--- src/rtl/seq_det_pkg.sv ---
// Shared constants and mode encoding for the parameterised sequence detector.
package seq_det_pkg;

  localparam int         PAT_W_DEF   = 8;
  localparam int         CNT_W_DEF   = 16;
  localparam logic [7:0] PAT_RST_DEF = 8'b0000_1011;
  localparam int         LEN_RST_DEF = 4;

  // Output timing: Mealy drives dout straight from the hit logic,
  // Moore drives it from a register one cycle later.
  typedef enum logic {
    MODE_MEALY = 1'b0,
    MODE_MOORE = 1'b1
  } mode_e;

endpackage

--- src/rtl/sat_counter.sv ---
// Saturating up-counter with synchronous clear; sat flags the all-ones value.
module sat_counter #(
  parameter int CNT_W = 16
) (
  input  logic             clk,
  input  logic             reset,
  input  logic             clr,
  input  logic             inc,
  output logic [CNT_W-1:0] count,
  output logic             sat
);

  logic [CNT_W-1:0] count_q;
  logic [CNT_W-1:0] count_d;

  assign sat   = &count_q;
  assign count = count_q;

  // Next count: clear wins, otherwise step up unless already saturated.
  always_comb begin
    count_d = count_q;
    if (clr) begin
      count_d = '0;
    end else if (inc && !sat) begin
      count_d = count_q + CNT_W'(1);
    end
  end

  // Count register with synchronous reset.
  always_ff @(posedge clk) begin
    if (reset) begin
      count_q <= '0;
    end else begin
      count_q <= count_d;
    end
  end

endmodule

--- src/rtl/seq_detect_param.sv ---
// Serial pattern detector with runtime-loadable pattern/length, overlap
// control, Mealy/Moore output selection and a saturating match counter.
module seq_detect_param
  import seq_det_pkg::*;
#(
  parameter int               PAT_W   = PAT_W_DEF,
  parameter int               CNT_W   = CNT_W_DEF,
  parameter logic [PAT_W-1:0] PAT_RST = PAT_W'(PAT_RST_DEF),
  parameter int               LEN_RST = LEN_RST_DEF
) (
  input  logic                         clk,
  input  logic                         reset,
  input  logic                         din,
  input  logic                         din_valid,
  input  logic                         cfg_load,
  input  logic [PAT_W-1:0]             pattern,
  input  logic [$clog2(PAT_W+1)-1:0]   pat_len,
  input  logic                         overlap_en,
  input  logic                         moore_mode,
  output logic                         dout,
  output logic [CNT_W-1:0]             match_count,
  output logic                         count_sat
);

  localparam int LEN_W = $clog2(PAT_W+1);

  // Lengths outside 2..PAT_W are pulled to the nearest legal value when latched.
  function automatic logic [LEN_W-1:0] clamp_len(input logic [LEN_W-1:0] l);
    if (l < LEN_W'(2)) begin
      return LEN_W'(2);
    end else if (l > LEN_W'(PAT_W)) begin
      return LEN_W'(PAT_W);
    end else begin
      return l;
    end
  endfunction

  logic [PAT_W-1:0] pat_q,  pat_d;
  logic [LEN_W-1:0] len_q,  len_d;
  logic             overlap_q, overlap_d;
  mode_e            mode_q, mode_d;
  logic [PAT_W-1:0] hist_q, hist_d;
  logic [LEN_W-1:0] fill_q, fill_d;
  logic             dout_q, dout_d;

  logic [PAT_W-1:0] shifted;
  logic [PAT_W-1:0] mask;
  logic             pat_eq;
  logic             fill_ok;
  logic             hit;

  // History as it would look with the current bit appended.
  assign shifted = {hist_q[PAT_W-2:0], din};

  // Only the low len bits of the window take part in the comparison.
  for (genvar gi = 0; gi < PAT_W; gi++) begin : g_mask
    assign mask[gi] = (len_q > LEN_W'(gi));
  end

  assign pat_eq  = (((shifted ^ pat_q) & mask) == '0);
  assign fill_ok = (fill_q >= (len_q - LEN_W'(1)));
  // Reset and cfg_load both suppress any match on their edge.
  assign hit     = din_valid & ~cfg_load & ~reset & fill_ok & pat_eq;

  assign dout = ~reset & ((mode_q == MODE_MOORE) ? dout_q : hit);

  // Next-state: cfg_load reloads config and clears the stream; otherwise shift on valid.
  always_comb begin
    pat_d     = pat_q;
    len_d     = len_q;
    overlap_d = overlap_q;
    mode_d    = mode_q;
    hist_d    = hist_q;
    fill_d    = fill_q;
    dout_d    = hit;
    if (cfg_load) begin
      pat_d     = pattern;
      len_d     = clamp_len(pat_len);
      overlap_d = overlap_en;
      mode_d    = mode_e'(moore_mode);
      hist_d    = '0;
      fill_d    = '0;
      dout_d    = 1'b0;
    end else if (din_valid) begin
      hist_d = shifted;
      if (hit && !overlap_q) begin
        fill_d = '0;
      end else if (fill_q != LEN_W'(PAT_W)) begin
        fill_d = fill_q + LEN_W'(1);
      end
    end
  end

  // State registers; reset restores the power-on configuration.
  always_ff @(posedge clk) begin
    if (reset) begin
      pat_q     <= PAT_RST;
      len_q     <= clamp_len(LEN_W'(LEN_RST));
      overlap_q <= 1'b1;
      mode_q    <= MODE_MEALY;
      hist_q    <= '0;
      fill_q    <= '0;
      dout_q    <= 1'b0;
    end else begin
      pat_q     <= pat_d;
      len_q     <= len_d;
      overlap_q <= overlap_d;
      mode_q    <= mode_d;
      hist_q    <= hist_d;
      fill_q    <= fill_d;
      dout_q    <= dout_d;
    end
  end

  sat_counter #(
    .CNT_W (CNT_W)
  ) u_count (
    .clk   (clk),
    .reset (reset),
    .clr   (cfg_load),
    .inc   (hit),
    .count (match_count),
    .sat   (count_sat)
  );

endmodule

--- config.mk ---
export PLATFORM = sky130hd
export DESIGN_NAME = seq_detect_param
export DESIGN_NICKNAME = d
export VERILOG_FILES = /design/src/rtl/seq_det_pkg.sv /design/src/rtl/sat_counter.sv /design/src/rtl/seq_detect_param.sv
export SDC_FILE = /design/constraint.sdc
export NUM_CORES = 1
export LEC_CHECK = 0
export ABC_AREA = 1
export CORE_AREA = 2 2 92 94
export DETAILED_ROUTE_END_ITERATION = 12
export DIE_AREA = 0 0 94 96
export DONT_BUFFER_PORTS = 1
export GPL_TIMING_DRIVEN = 0
export PLACE_DENSITY = 0.4
export SYNTH_ARGS = -nofsm -noshare
export SYNTH_HDL_FRONTEND = slang
export SYNTH_SLANG_ARGS = --single-unit
--- constraint.sdc ---
create_clock -name clk -period 3.4 [get_ports clk]
set_input_delay 0.34 -clock clk [delete_from_list [all_inputs] [get_ports clk]]
set_output_delay 0.34 -clock clk [all_outputs]
set_load 0.03 [all_outputs]
==> results of run 1 <==
## state kept, by name, indices dropped and copies added, names as in the netlist
| register | flops |
|---|---|
| dout_q | 1 |
| fill_q | 4 |
| hist_q | 7 |
| len_q | 4 |
| mode_q | 1 |
| overlap_q | 1 |
| pat_q | 8 |
| u_count.count | 16 |
## worst max-delay path: cells and delay by family, from the launching register on
kind,cells,cell delay (ns)
simple gates,4,1.56
flops,1,0.61
fa+ha+maj,1,0.31
## cell usage after synthesis (all sizes together) (2+ instances only)
master and n:
a21oi 30, xnor2 4, o21ai 17, nand3 35
nor2 34, clkbuf 7, buf 3, nor3 7
dfxtp 42, nand4 2, nand2 84, a211oi 2
xor2 15, o22ai 2, inv 42, nand3b 2
ha 10
## how the worst max path moves through the flow
| stage | endpoint | slack (ns) | cells past startpoint |
|---|---|---|---|
| floorplan | dout | 0.60 | 14 |
| global placement | dout | 0.34 | 14 |
| detailed placement | dout | 0.34 | 14 |
| CTS | count_sat | 0.25 | 5 |
| global route | dout | 0.06 | 14 |
| finish | count_sat | 0.28 | 5 |
## per-stage QoR
stage                util  cell area [um^2]  total power, mW  setup slack (ns)
CTS                 0.328              2640             1.15             0.246
finish              0.328              2640             1.13             0.277
global placement    0.310              2500            0.628             0.345
detailed placement  0.310              2500            0.629             0.339
global route        0.328              2640             1.18            0.0589
floorplan               -              2360            0.603             0.602
## routing by layer
layer  vias to the layer above  track usage  wire (um)
met1                       952        0.201       3130
met5                         -            0          0
met3                         8       0.0368        289
li1                       1113            -          -
met2                        33        0.220       2520
met4                         0       0.0362         72
## power by group
group	total [mW]	internal, mW	leakage, nW	switching, mW
Sequential	0.520	0.507	0.343	0.0127
Combinational	0.0957	0.0340	0.670	0.0617
Clock	0.510	0.314	0.0714	0.197
## cell families after synthesis
family                     count (synthesis)  synth area share
and+or+nand+nor                          166             0.313
DFF                                       42             0.356
AOI/OAI and AO/OA                         53             0.118
buffers and inverters                     52            0.0905
xor gates and xnor gates                  19            0.0704
adders and majority gates                 10            0.0529
## cell type report
class | instances | area [um^2] | area share
Multi-Input combinational cell | 248 | 1320 | 0.497
Buffer | 10 | 56.3 | 0.0213
Clock buffer | 6 | 82.6 | 0.0312
Clock inverter | 2 | 60.1 | 0.0227
Sequential cell | 42 | 841 | 0.318
Tap cell | 105 | 131 | 0.0497
Inverter | 42 | 158 | 0.0596
==> impl_metrics.toml, run 1 <==
[clocking]
hold_buffers = 0
clock_latency_ns = 0.31
cts_tree = "done"
post_cts_resized = 1
cts_max_path_buffers = 2
cts.sinks = 42
root_buffer = "clkbuf_8"
postCtsSetupBuffers = 0
path_clk_slew_ns = 0.09
numCtsBuffers = 5
htree_levels = 2

[logic_synthesis]
ys_types = 30
synthCells = 342
synth_top_area_frac = 0.356
yosys_most_used_dff = "dfxtp_1"
syn_area_um2 = 2360
ys_top_cells_by_area = "dfxtp_1 36%, nand2_1 13%, nand3_1 7.4%, a21oi_1 6.3%, inv_1 5.6%"
avgSynthCellArea_um2 = 6.91
ys_warn_count = 0
netlist.top_cell.by_area = "dfxtp_1"
ys_ff_latch = 42
ys_seq_area_frac = 0.356
async_reset_ff_frac = 0
synth_edf_count = 0
synth_nets = 371

[timing]
rsz0062_at_grt = "false"
fin_skew_ns = 0.0126
max_slew_margin = 0.102
final-max-slew-violation-count = 0
tightest_slew_ns = 1.33
finalCriticalPeriod_ns = 3.12
hold_viol_final = 0
finalCritPeriodShare = 0.918
setup_viol = 0
fmax_mhz = 320
hold_slack_ns = 0.0971
tns_ns = 0

[cells_and_area]
final_common_cell = "nand2_1"
drive_above_1_share = 0.0771
area_growth_syn_to_layout_pct = 11.8
fin_cells = 455
mostFrequentLayoutCells = "81 x nand2_1, 42 x dfxtp_1, 35 x inv_1, 35 x nand3_1, 33 x nor2_1"
num-fill-cells = 908
nNetsFinal = 378
num_antenna_cells = 0

[floorplanning]
boundaryPins = 37
die_y_um = 96
core_area_um2 = 8050
rows = 33
die_area_um2 = 9020
dieWidth_um = 94
start_util = 0.294

[worst_hold_path]
min-delay-start = "reset"
hold_end = "len_q[3]"
whs_path_depth = 1
hp-class = "in2reg"

[critical_path]
crit_path_start_kind = "flop"
max_stage_delay_ns = 1.03
path_class = "reg2out"
worstPathArrival_ns = 2.78
crit_chain = "ha_1, nand2_2, nor3_4, nand2_1, nor4_1"
reg2reg_from = "len_q[0]"
rrSetupSlack_ns = 1.00
r2r_end = "u_count.count[11]"
crit_slowest_cell = "nor4_1"
cp_max_fo = 6
reg2regPathDepth = 15
cp.required_ns = 3.06
critPathCaptureType = "primary output"
critPathLaunch = "u_count.count[0]"

[route]
ant_nets = 0
drt-initial-drc-count = 56
vias_per_cell = 4.63
vias = 2106
wl_mm = 6.02
dr.pass1.iters = 4
wl_per_cell_um = 13.2
drcViolationCount = 0

[placement]
dpl.cell_count = 447
hpwlAfterDp_mm = 4.68
port_buffers = 0
globalplace.congestion = 0.774

[run]
timing.max_cap.violations = 0

[grt]
grt_pass1_wl_mm = 10.2
antenna_found_initial = 0
grt_pass1_vias = 2047
gr-total-overflow = 0
grt_start_max_net_pins = 14
grt_use_total = 0.143

[power_and_ir_drop]
vdd_drop_max_v = 0.000156
power_density_nw_per_um2 = 426
power_leakage_nw = 1.08

[status]
status = "completed"
(Power assumes the default switching activity.)
==> run 2, diff against run 1 <==
--- a/config.mk
+++ b/config.mk
@@ -12,6 +12,7 @@
 export DONT_BUFFER_PORTS = 1
 export GPL_TIMING_DRIVEN = 0
 export PLACE_DENSITY = 0.4
+export SKIP_CTS_REPAIR_TIMING = 1
 export SYNTH_ARGS = -nofsm -noshare
 export SYNTH_HDL_FRONTEND = slang
 export SYNTH_SLANG_ARGS = --single-unit
==> results of run 2 <==
No change in the layout: final DEF, timing and power equal those of run 1.
Main changes from that run: wire length of the first global-routing pass 10200 um -> 10100 um; via count of the first global-routing pass 2047 -> 2048; met2 usage 0.220 -> 0.219; met3 usage 0.0368 -> 0.0352
